--- src/rtl/umi_gpio_mirror.sv ---
// Mirrors a local parallel bus onto a downstream UMI GPIO device using single-flit
// writes. A write is sent on change, on force, after reset, and again after a failed write.
//
// state | meaning
// IDLE  | compare mirror_in with the last delivered value and launch a send if needed
// REQ   | request flit presented, holding until uhost_req_ready
// WAIT  | non-posted write issued, waiting for its write response
// HOLD  | rate-limit gap after a completed send, then back to IDLE
module umi_gpio_mirror #(
   parameter int            DW      = 256,
   parameter int            AW      = 64,
   parameter int            CW      = 32,
   parameter int            WIDTH   = 32,
   parameter logic [AW-1:0] DSTADDR = '0,
   parameter logic [AW-1:0] SRCADDR = '0,
   parameter bit            POSTED  = 1'b0,
   parameter int            HOLDOFF = 16
) (
   input  logic             clk,
   input  logic             nreset,
   input  logic [WIDTH-1:0] mirror_in,
   input  logic             force_send,
   output logic             busy,
   output logic             in_sync,
   output logic             err_pulse,
   output logic             uhost_req_valid,
   output logic [CW-1:0]    uhost_req_cmd,
   output logic [AW-1:0]    uhost_req_dstaddr,
   output logic [AW-1:0]    uhost_req_srcaddr,
   output logic [DW-1:0]    uhost_req_data,
   input  logic             uhost_req_ready,
   input  logic             uhost_resp_valid,
   input  logic [CW-1:0]    uhost_resp_cmd,
   input  logic [AW-1:0]    uhost_resp_dstaddr,
   input  logic [AW-1:0]    uhost_resp_srcaddr,
   input  logic [DW-1:0]    uhost_resp_data,
   output logic             uhost_resp_ready
);

   localparam logic [4:0] UMI_REQ_WRITE  = 5'h03;
   localparam logic [4:0] UMI_RESP_WRITE = 5'h04;
   localparam logic [4:0] UMI_REQ_POSTED = 5'h05;

   localparam logic [4:0]    REQ_OPCODE = POSTED ? UMI_REQ_POSTED : UMI_REQ_WRITE;
   localparam logic [7:0]    REQ_LEN    = 8'(WIDTH / 8 - 1);
   // opcode[4:0] size[7:5] len[15:8] qos/prot[21:16] eom[22], everything above zero
   localparam logic [31:0]   CMD32      = {9'b0, 1'b1, 6'b0, REQ_LEN, 3'b000, REQ_OPCODE};
   localparam logic [CW-1:0] REQ_CMD    = CW'(CMD32);

   localparam int            HW        = (HOLDOFF > 1) ? $clog2(HOLDOFF) : 1;
   localparam logic [HW-1:0] HOLD_LOAD = HW'((HOLDOFF > 0) ? HOLDOFF - 1 : 0);

   typedef enum logic [1:0] {
      IDLE = 2'd0,
      REQ  = 2'd1,
      WAIT = 2'd2,
      HOLD = 2'd3
   } state_t;

   state_t           state;
   logic [WIDTH-1:0] last_sent;
   logic [WIDTH-1:0] snapshot;
   logic [HW-1:0]    hold_cnt;
   logic             pend_force;

   logic [4:0] resp_opcode;
   logic [1:0] resp_err;
   logic       resp_ok;
   logic       unused_resp;

   assign resp_opcode = uhost_resp_cmd[4:0];
   assign resp_err    = uhost_resp_cmd[26:25];
   assign resp_ok     = (resp_opcode == UMI_RESP_WRITE) && (resp_err == 2'b00);
   assign unused_resp = ^{uhost_resp_dstaddr, uhost_resp_srcaddr, uhost_resp_data,
                          uhost_resp_cmd[CW-1:27], uhost_resp_cmd[24:5]};

   assign uhost_req_dstaddr = DSTADDR;
   assign uhost_req_srcaddr = SRCADDR;

   // A pending force means a send is owed, so the mirror is not yet in sync
   assign in_sync = (state == IDLE) && !pend_force && (last_sent == mirror_in);

   always_ff @(posedge clk or negedge nreset) begin
      if (!nreset) begin
         state            <= IDLE;
         last_sent        <= '0;
         snapshot         <= '0;
         hold_cnt         <= '0;
         pend_force       <= 1'b1;
         busy             <= 1'b0;
         err_pulse        <= 1'b0;
         uhost_req_valid  <= 1'b0;
         uhost_req_cmd    <= '0;
         uhost_req_data   <= '0;
         uhost_resp_ready <= 1'b0;
      end else begin
         err_pulse <= 1'b0;
         if ((state != IDLE) && force_send)
            pend_force <= 1'b1;
         case (state)
            IDLE: begin
               if (pend_force || force_send || (mirror_in != last_sent)) begin
                  snapshot        <= mirror_in;
                  pend_force      <= 1'b0;
                  state           <= REQ;
                  busy            <= 1'b1;
                  uhost_req_valid <= 1'b1;
                  uhost_req_cmd   <= REQ_CMD;
                  uhost_req_data  <= DW'(mirror_in);
               end
            end
            REQ: begin
               if (uhost_req_ready) begin
                  uhost_req_valid <= 1'b0;
                  if (POSTED) begin
                     last_sent <= snapshot;
                     if (HOLDOFF == 0) begin
                        state <= IDLE;
                        busy  <= 1'b0;
                     end else begin
                        state    <= HOLD;
                        hold_cnt <= HOLD_LOAD;
                     end
                  end else begin
                     state            <= WAIT;
                     uhost_resp_ready <= 1'b1;
                  end
               end
            end
            WAIT: begin
               if (uhost_resp_valid) begin
                  uhost_resp_ready <= 1'b0;
                  // a failed write leaves last_sent alone so IDLE resends it
                  if (resp_ok)
                     last_sent <= snapshot;
                  else
                     err_pulse <= 1'b1;
                  if (HOLDOFF == 0) begin
                     state <= IDLE;
                     busy  <= 1'b0;
                  end else begin
                     state    <= HOLD;
                     hold_cnt <= HOLD_LOAD;
                  end
               end
            end
            HOLD: begin
               if (hold_cnt == '0) begin
                  state <= IDLE;
                  busy  <= 1'b0;
               end else begin
                  hold_cnt <= hold_cnt - HW'(1);
               end
            end
            default: begin
               state <= IDLE;
               busy  <= 1'b0;
            end
         endcase
      end
   end

endmodule

--- config.mk ---
export PLATFORM = sky130hd
export DESIGN_NAME = umi_gpio_mirror
export DESIGN_NICKNAME = d
export VERILOG_FILES = /design/src/rtl/umi_gpio_mirror.sv
export SDC_FILE = /design/constraint.sdc
export NUM_CORES = 1
export LEC_CHECK = 0
export BUFFER_PORTS_ARGS = -buffer_cell sky130_fd_sc_hd__buf_2
export CAP_MARGIN = 40
export CORE_AREA = 2 2 345 347
export DETAILED_ROUTE_END_ITERATION = 16
export DIE_AREA = 0 0 347 349
export SETUP_SLACK_MARGIN = 0.3
export SLEW_MARGIN = 20
export SYNTH_ARGS = -nofsm -noshare
export SYNTH_HDL_FRONTEND = slang
export SYNTH_SLANG_ARGS = --single-unit
--- constraint.sdc ---
create_clock -name clk -period 4.9 [get_ports clk]
set_input_delay 0.735 -clock clk [delete_from_list [all_inputs] [get_ports clk]]
set_output_delay 0.735 -clock clk [all_outputs]
set_load 0.01 [all_outputs]
# [Word level (Yosys, flattened, before mapping)]
# Index checks and enable logic that the tools add are counted.
[totals] regBits=76 input_bits=453 output_inout_bits=421
[classes] n_addsub=1 n_eq_ne=11 mux=22 reduce_logical=22
[ops] operator="$eq 32x32->1" count=1
[ops] operator="$ne 32x32->1" count=1
[ops] operator="$reduce_and 3->1" count=5
[ops] operator="$mux 1" count=11
[ops] operator="$reduce_bool 2->1" count=5
[ops] operator="$mux 2" count=4
[ops] operator="$mux 4" count=2
[ops] operator="$ne 2x2->1 const B" count=4
[ops] operator="$pmux 2 s4" count=1
[ops] operator="$pmux 4 s2" count=1
[ops] operator="$pmux 1 s2" count=3
[ops] operator="$eq 5x3->1 const B" count=1
[ops] operator="$eq 2x2->1 const B" count=2
[ops] operator="$logic_and 1x1->1" count=4
[ops] operator="$logic_not 2->1" count=2
[ops] operator="$logic_not 4->1" count=1
[ops] operator="$reduce_and 4->1" count=1
[ops] operator="$sub 4x1->4 const B" count=1
[ops] operator="$eq 2x1->1 const B" count=1
[ops] operator="$logic_or 1x1->1" count=2
[ops] operator="$ne 2x1->1 const B" count=1
[ops] operator="$reduce_and 2->1" count=1
[ops] operator="$logic_not 1->1" count=1

# [Depth between registers and ports, before layout]
# Gate-level depths: netlist (run 1).
[logic_depth] depth_word=5 depth_mapped=7 mapped_depth_nobuf=6

# [Least setup slack after synthesis (run 1)]
# Ideal clock, no wire load.
[synth_timing] path_type="input to output" from="in mirror_in[23]" to="out in_sync" arrival_time_ps=2002 t_required_ps=4165 slack_ps=2163 path_stages=5 path_cell_list="xor2_1 nor4_1 nand4_1 or2_2 nor3_1"
[synth_via] elab_chain_len=2
[synth_rtl] item="start, declared" line="21" rtl="input logic [WIDTH-1:0] mirror_in,"
[synth_rtl] item="$eq 32x32->1" line="81" rtl="assign in_sync = (state == IDLE) && !pend_force && (last_sent == mirror_in);"
[synth_rtl] item="$logic_and 1x1->1" line="81"
[synth_rtl] item="end, declared" line="24" rtl="output logic in_sync,"
# No other way between the ends.

# [Worst setup path in the final report (run 1)]
[layout_timing] from="in mirror_in[25]" to="out in_sync"
# Same word-level chain as after synthesis.

==> impl_metrics.ini, run 1 <==
[outcome]
status = completed

[finish]
final_common_cell = conb_1
layout_common_cells = conb_1 (379), buf_2 (84), dfrtp_1 (75), mux2_2 (33), xor2_1 (32)
synthToLayoutAreaGrowth_pct = 18.7
fin_cells = 2274
final_layout_size_suffix_gt1_share_pct = 24.3
insertedDiodeCount = 0
fillers = 13692
multi_input_area_sq_um = 3090
final-seq-area_sq_um = 1900
finalNetCount = 1191

[clock_network]
cts-root-buf = clkbuf_16
cts_tree = built
cts.sink_count = 76
htree_levels = 3
post_cts_buffers = 0
hold_buffers = 0
cts_resized = 0
clk_path_buf_depth = 2
numCtsBuffers = 9
clock_latency_ns = 0.35
path_clk_slew_ns = 0.06

[timing]
fin_crit_sh_pct = 73.1
setup_violations = 0
min_period_ns = 3.58
max_freq_ghz = 0.279
skew_ns = 0.00774
rsz0062_at_grt = false
setup-tns-final_ns = 0
setup_ws_ns = 1.32
drv_slew = 0
tightest_slew_ns = 0.686
hold_viol = 0
slew_headroom_pct = 53.8

[logic_synthesis]
syn-mean-instance-area_sq_um = 10.1
synthSimpleGateAreaFrac_pct = 4.09
yosysUniqueCellTypes = 43
syn-instance-count = 646
synth-compound-area-share_pct = 2.69
synthXorXnorAreaFrac_pct = 4.30
synth_top_area_share_pct = 44.1
synthTopCellsByArea = buf_4 (44%), dfrtp_1 (29%), mux2_4 (6.7%)
synth_async_sr_flop_share_pct = 100
synth_top_family_by_area = buffers and inverters
synth_edf_count = 0
ys_seq_elements = 76
synth_flop_cell = dfrtp_1
seq_area_frac_synth_pct = 29.2
synthAdderAreaFrac_pct = 0.960
yosys.area.top_type = buf_4
syn_area_sq_um = 6520
synth_mux_area_share_pct = 13.4
yosysWarningCount = 0

[grt]
grt_first_pass_wirelength_um = 17500
antenna_found_initial = 3
grt_max_degree = 43
grt_pass1_vias = 2696
overflow = 0
grt_usage_pct = 1.98

[power]
power_mw = 2.83
ir_drop_uv = 262
p_leak_nw = 3.59
p_per_area_nw_per_um2 = 365

[floorplanning]
die-height_um = 349
die_area_sq_um = 121000
die_w_um = 347
core-area_sq_um = 117000
initial_core_util_pct = 5.55
rows = 126
pin_count = 874

[worst_setup_path]
crit_type = in2out
cp.required_ns = 4.16
crit_path_end_kind = output pin
arrival_ns = 2.85
critPathLaunchType = primary input
cp-startpoint = mirror_in[25]
r2r_start = last_sent[25]
path_max_fanout = 6

[placement]
pre_cts_slack_ns = 1.19
dp_hpwl_um = 10800
numPortBuffers = 85
place_inst = 2258
gp_congestion = 0.670

[run]
max-cap-violations = 0

[routing]
dr.first_iter.drc_count = 115
routed_via_density = 1.51
wirelength_um = 12900
drc_errors = 0
antenna_left = 0
num_vias = 3440
post_drt_wl_per_cell_um = 5.67
firstDrtPassIters = 4

[min_path]
hold_class = in2async
-- per-stage QoR --
step,hold WS (ns),util [%],instance area [sq um]
floorplan,0.439,-,7940
global placement,0.493,6.30,7400
detailed placement,0.501,6.32,7420
CTS,0.354,6.59,7740
global route,0.371,6.59,7740
finish,0.343,6.59,7740
-- cell type report --
cell class              count  area share (%)
clock buffers              10            2.96
well taps                1536            24.8
flip-flops and latches     76            24.6
repair buffers             90            6.17
inverters                   7           0.339
multi-input cells         549            39.9
clock inverters             6            1.23
-- kinds of logic (layout without fill, tap and decap cells) --
logic type,Yosys count,in the layout
buffers and inverters,399,113
flip-flops,76,76
AND/OR/NAND/NOR,44,44
AO/OA/AOI/OAI,21,21
adder cells (fa/ha/maj),5,5
XOR/XNOR,32,32
other,1,379
multiplexers,68,68
-- worst max-delay path, stage by stage --
cell	delay, ns
buf_2	0.11
xor2_1	0.13
nor4_1	0.51
nand4_1	0.42
or2_2	0.44
nor3_1	0.15
buf_2	0.34
-- registers in the layout, indices dropped and copies added, names as in the netlist --
name and cells:
pend_force 1, hold_cnt 4, snapshot 32, uhost_req_cmd 1
busy 1, last_sent 32, err_pulse 1, uhost_req_valid 1
state 2, uhost_resp_ready 1
-- power breakdown --
| group | leakage (nW) | total, mW | internal [mW] | switching (mW) |
|---|---|---|---|---|
| Sequential | 0.946 | 0.979 | 0.830 | 0.149 |
| Combinational | 2.48 | 1.09 | 0.501 | 0.591 |
| Clock | 0.158 | 0.757 | 0.453 | 0.305 |
-- worst paths after layout --
check	end	slack [ns]	depth (start not counted)
hold reg to reg	last_sent[15]	0.51	1
min in group clk	last_sent[15]	0.51	1
hold / removal	snapshot[0]	0.34	1
setup / recovery	in_sync	1.32	7
max in group asynchronous	uhost_req_cmd[0]	3.97	2
setup reg to reg	snapshot[10]	2.05	6
-- cells in the mapped netlist, types with 2 or more instances --
master and count:
buf_4 383, dfrtp_1 75, mux2_2 33, xor2_1 32, mux2_4 29, nor2_1 8, inv_1 7, nand2_1 6
nor4_1 6, ha_1 5, clkbuf_1 4, nand3_1 4, nor3_1 4, nor4_2 4, a21oi_1 3, buf_6 3
mux2_1 3, mux2i_1 3, o21ai_0 3, a22oi_1 2, a31oi_1 2, buf_1 2, nand2b_1 2, nand4_1 2
nor2b_1 2, o311ai_0 2
-- routing by layer --
layer | vias to the layer above | share of wire (%) | wire length [um] | track usage, %
met3 | 13 | 23 | 2950 | 1.90
met5 | - | 0.21 | 27 | 0
li1 | 1507 | - | - | -
met4 | 4 | 0.84 | 108 | 0.559
met1 | 1577 | 31 | 4050 | 1.85
met2 | 339 | 45 | 5760 | 3.06
(Power assumes the default switching activity.)
==> inputs of run 2 (changes only) <==
--- a/config.mk
+++ b/config.mk
@@ -7,9 +7,9 @@
 export LEC_CHECK = 0
 export BUFFER_PORTS_ARGS = -buffer_cell sky130_fd_sc_hd__buf_2
 export CAP_MARGIN = 40
-export CORE_AREA = 2 2 345 347
+export CORE_AREA = 2 2 337 339
 export DETAILED_ROUTE_END_ITERATION = 16
-export DIE_AREA = 0 0 347 349
+export DIE_AREA = 0 0 339 341
 export SETUP_SLACK_MARGIN = 0.3
 export SLEW_MARGIN = 20
 export SYNTH_ARGS = -nofsm -noshare
==> constraint.sdc (replaced) <==
create_clock -name clk -period 2.9 [get_ports clk]
set_input_delay 0.435 -clock clk [delete_from_list [all_inputs] [get_ports clk]]
set_output_delay 0.435 -clock clk [all_outputs]
set_load 0.01 [all_outputs]
==> run 2 against run 1 <==
Against the previous run: via count increased by 2.1%; combinational power is 92% higher; setup slack worse by 1.2 ns; clock skew increased by 0.0024 ns; hold slack lost 0.31 ns; flip-flop and latch count stayed put; critical path type is now reg2out; largest power group unchanged.
==> impl_metrics.ini, run 2 (synthesis gave the netlist of run 1 again) <==
[grt]
grt_pass1_vias = 2759
grt_usage_pct = 2.11
grt_first_pass_wirelength_um = 17800
overflow = 0
antenna_found_initial = 3
grt_max_degree = 44

[timing]
drv_slew = 0
setup_violations = 0
slew_headroom_pct = 60.4
hold_viol = 0
skew_ns = 0.0102
max_freq_ghz = 0.365
fin_crit_sh_pct = 94.6
setup_ws_ns = 0.157
min_period_ns = 2.74
tightest_slew_ns = 0.592
rsz0062_at_grt = true

[outcome]
status = completed

[routing]
drc_errors = 0
post_drt_wl_per_cell_um = 6.00
routed_via_density = 1.56
wirelength_um = 13500
antenna_left = 0
dr.first_iter.drc_count = 65
num_vias = 3512
firstDrtPassIters = 4

[finish]
layout_common_cells = conb_1 (379), buf_2 (83), dfrtp_1 (75), xor2_1 (32), mux2_4 (32)
final_common_cell = conb_1
fillers = 13072
finalNetCount = 1204
final_util_pct = 7.09
insertedDiodeCount = 0
fin_cells = 2251
reg_top3 = last_sent: 32 flops, snapshot: 32 flops, hold_cnt: 4 flops
final_layout_size_suffix_gt1_share_pct = 26.0
synthToLayoutAreaGrowth_pct = 21.6

[floorplanning]
core-area_sq_um = 112000
pin_count = 874
die_area_sq_um = 116000
die_w_um = 339
rows = 123
die-height_um = 341
initial_core_util_pct = 5.83

[power]
power.share.switching_pct = 38.4
power.share.clock_pct = 23.1
power_mw = 4.90
ir_drop_uv = 407
p_per_area_nw_per_um2 = 618
power.internal_mw = 3.02
power.switching_mw = 1.88
combPwrFrac_pct = 42.8
seqPwrFrac_pct = 34.2
p_leak_nw = 3.71

[placement]
gp_congestion = 0.652
pre_cts_slack_ns = -0.0831
numPortBuffers = 85
dp_hpwl_um = 10900
place_inst = 2229

[clock_network]
cts-root-buf = clkbuf_16
cts.sink_count = 76
path_clk_slew_ns = 0.07
htree_levels = 3
clock_latency_ns = 0.35
cts_tree = built
numCtsBuffers = 9
hold_buffers = 0
clk_path_buf_depth = 2

[worst_setup_path]
cp.required_ns = 2.47
path_max_fanout = 2
crit_path_end_kind = output pin
critPathLaunchType = flip-flop
crit_type = reg2out
arrival_ns = 2.31

[run]
max-cap-violations = 0

[min_path]
hold_class = in2async
## run 2: cell types whose count changed in the layout (fill, tap and decap cells not counted), moves of 3 or more
cell	delta
buf_16	+4
mux2_2	-3
buf_4	+4
buf_12	+3
mux2_4	+3
## run 2: per-layer routing
layer  vias up  track usage, %  wire length (um)
li1       1526               -                 -
met1      1625            2.05              4530
met2       343            3.60              6380
met3        16            1.44              2420
met4         2           0.639               163
met5         -               0                13
## run 2: final timing paths
kind,from,to,slack [ns],cells past startpoint
max,last_sent[29],in_sync,0.16,9
min,nreset,snapshot[0],0.03,1
max reg2reg,last_sent[29],snapshot[30],0.22,11
min reg2reg,last_sent[15],last_sent[15],0.52,1
max in group asynchronous,nreset,last_sent[8],2.27,2
min in group clk,mirror_in[28],snapshot[28],0.34,2
## run 2: worst max-delay path: stages (launching register included)
cell,delay [ns]
dfrtp_1,0.38
xor2_1,0.15
nor4_1,0.28
buf_4,0.16
nand4_1,0.16
buf_6,0.19
or2_4,0.24
nor3_4,0.16
buf_6,0.13
buf_12,0.10
## run 2: cell type report
type	count	area [sq um]	share of cell area, %
Multi-Input combinational cell	549	3120	39.4
Sequential cell	76	1900	24.0
Tap cell	1500	1880	23.7
Timing Repair Buffer	103	711	8.96
Clock buffer	9	225	2.84
Clock inverter	7	65.1	0.821
Inverter	7	26.3	0.331
## run 2: repair_timing
| action | in CTS | in global routing |
|---|---|---|
| setup buffers | 3 | 0 |
| cloned | 3 | 0 |
| pin swaps | 7 | 5 |
| resized for setup | 14 | 6 |
| endpoints found under the setup margin | 32 | 33 |
## run 2: power groups by stage
stage,combinational [mW],clock (mW),sequential (mW)
after floorplan,1.56,0,1.75
final,2.09,1.13,1.67
after global placement,1.86,0,1.66
after detailed placement,1.88,0,1.68
after CTS,2.08,1.19,1.67
after global routing,2.29,1.22,1.73
## run 2: metrics by stage
step	setup TNS (ns)	hold slack, ns	instance area (sq um)
2_1_floorplan	0	0.139	7940
3_3_place_gp	-0.136	0.495	7420
3_5_place_dp	-0.0831	0.436	7440
4_1_cts	-0.0137	0.0483	7900
5_1_grt	0	0.0643	7930
6_report	0	0.0324	7930
==> inputs of run 3 (changes only) <==
--- a/config.mk
+++ b/config.mk
@@ -10,6 +10,7 @@
 export CORE_AREA = 2 2 337 339
 export DETAILED_ROUTE_END_ITERATION = 16
 export DIE_AREA = 0 0 339 341
+export PLACE_DENSITY = 0.3
 export SETUP_SLACK_MARGIN = 0.3
 export SLEW_MARGIN = 20
 export SYNTH_ARGS = -nofsm -noshare
==> run 3 against run 2 <==
Against the previous run: die area is the same; cell area shrank 0.35%; via count down 3.8%; clock-buffer cell count rose by 1; register-to-register slack improved by 0.20 ns; critical path depth fell by 2; flip-flop and latch count unchanged; sequential power is essentially flat; cell count up 0.18%; combinational power shrank 4%; largest power group unchanged.
==> impl_metrics.ini, run 3 (synthesis gave the netlist of run 1 again) <==
[outcome]
status = completed

[timing]
min_period_ns = 2.58
drv_slew = 0
tightest_slew_ns = 0.532
rsz0062_at_grt = true
slew_headroom_pct = 64.5
setup-tns-final_ns = 0
hold_viol = 0
setup_violations = 0
max_freq_ghz = 0.388
skew_ns = 0.0118
fin_crit_sh_pct = 88.9

[clock_network]
clock_latency_ns = 0.37
path_clk_slew_ns = 0.07
htree_levels = 3
cts-root-buf = clkbuf_16
numCtsBuffers = 9
clk_path_buf_depth = 2
cts_tree = built
cts.sink_count = 76

[worst_setup_path]
cp_slowest_stage_delay_ns = 0.40
crit_type = reg2out
cp.required_ns = 2.47
worstPathCellList = xor2_2 > nor4_4 > nand4_2 > buf_6 > or2_4 > nor3_4 > buf_6
path_max_fanout = 2
arrival_ns = 2.14
r2r_end = snapshot[0]
reg2regPathDepth = 9
critical_path.top_delay_family = simple AND/OR/NAND/NOR gates
critPathBufInv = 2
critPathLaunchType = flip-flop
crit_path_end_kind = output pin
r2r_start = last_sent[29]
cp_common_cell = buf_6
rrSetupSlack_ns = 0.42
slowest_stage = dfrtp_1

[floorplanning]
rows = 123
die-height_um = 341
initial_core_util_pct = 5.83
die_w_um = 339
die_area_sq_um = 116000
pin_count = 874
core-area_sq_um = 112000

[routing]
routed_via_density = 1.50
wirelength_um = 14300
drc_errors = 0
firstDrtPassIters = 4
num_vias = 3377
post_drt_wl_per_cell_um = 6.33
antenna_left = 0
dr.first_iter.drc_count = 57

[finish]
synthToLayoutAreaGrowth_pct = 21.2
final_layout_size_suffix_gt1_share_pct = 26.3
reg_top3 = last_sent: 32 flops, snapshot: 32 flops, hold_cnt: 4 flops
fin_area_sq_um = 7900
layout_common_cells = conb_1 (379), buf_2 (83), dfrtp_1 (75), mux2_2 (33), xor2_1 (30)
final_common_cell = conb_1
finalNetCount = 1203

[grt]
grt_pass1_vias = 2769
grt_first_pass_wirelength_um = 18800
grt_usage_pct = 2.32
overflow = 0
antenna_found_initial = 8
grt_max_degree = 77

[placement]
placedInstanceArea_sq_um = 7440
dp_hpwl_um = 11300
gp_congestion = 0.606
numPortBuffers = 85

[run]
max-cap-violations = 0

[power]
ir_drop_uv = 289
power_mw = 4.81
p_leak_nw = 3.67
p_per_area_nw_per_um2 = 609

[min_path]
hold_class = in2async
[run 3: changes by cell type in the layout (fill, tap and decap cells not counted), moves of 2 or more]
cell       delta
nor4_4        +2
xor2_2        +2
xor2_1        -2
inv_8         -2
buf_6         +3
clkbuf_16     +2
diode_2       +5
mux2_2        +3
buf_16        -4
mux2_4        -3
nor4_2        -2
[run 3: area by class of cell]
cell class / count / area (sq um)
Tap cell: 1500 / 1880
Clock inverter: 6 / 46.3
Antenna cell: 5 / 12.5
Fill cell: 13100 / 104000
Timing Repair Buffer: 102 / 649
Sequential cell: 76 / 1900
Inverter: 7 / 26.3
Clock buffer: 10 / 239
Multi-Input combinational cell: 549 / 3150
[run 3: worst max-delay path by stage]
stage,start,cells after the start,to
6_report,last_sent[9],7,in_sync
5_1_grt,last_sent[9],7,in_sync
3_5_place_dp,mirror_in[30],8,in_sync
2_1_floorplan,mirror_in[21],6,snapshot[12]
4_1_cts,last_sent[1],7,in_sync
3_3_place_gp,mirror_in[30],8,snapshot[9]
[run 3: per-layer routing]
layer  wire length (um)  track usage [%]
met5                 43                0
met4                246             1.14
met3               2050             1.86
met2               5820             2.96
met1               6110             2.71
[run 3: what timing repair did]
item | in CTS | in global routing
resized for setup | 8 | 7
hold buffers | 0 | 0
pin swaps | 7 | 13
endpoints found under the setup margin | 1 | 33
buffers inserted | 2 | 3
cloned | 0 | 2
[run 3: metrics by stage]
step	setup WS, ns	utilization, %	cells	hold WS [ns]
floorplan	0.685	-	1024	0.139
global placement	0.169	6.65	2227	0.503
detailed placement	0.140	6.65	2227	0.499
CTS	0.146	6.95	2245	0.0721
global route	0.197	7.05	2251	0.0897
finish	0.323	7.06	2255	0.0666
[run 3: worst reg2reg max path: stages, from the launching register on]
cell and delay (ns):
dfrtp_1 0.39, xor2_1 0.15, nor4_2 0.34, nand4_1 0.16
buf_6 0.16, buf_6 0.12, o41ai_4 0.37, buf_6 0.20
clkbuf_16 0.18, mux2_4 0.30
[run 3: where the power goes]
part	switching, mW	total [mW]	internal [mW]	leakage (nW)
Combinational	1.06	2.01	0.947	2.58
Sequential	0.274	1.68	1.40	0.946
Clock	0.518	1.13	0.609	0.136
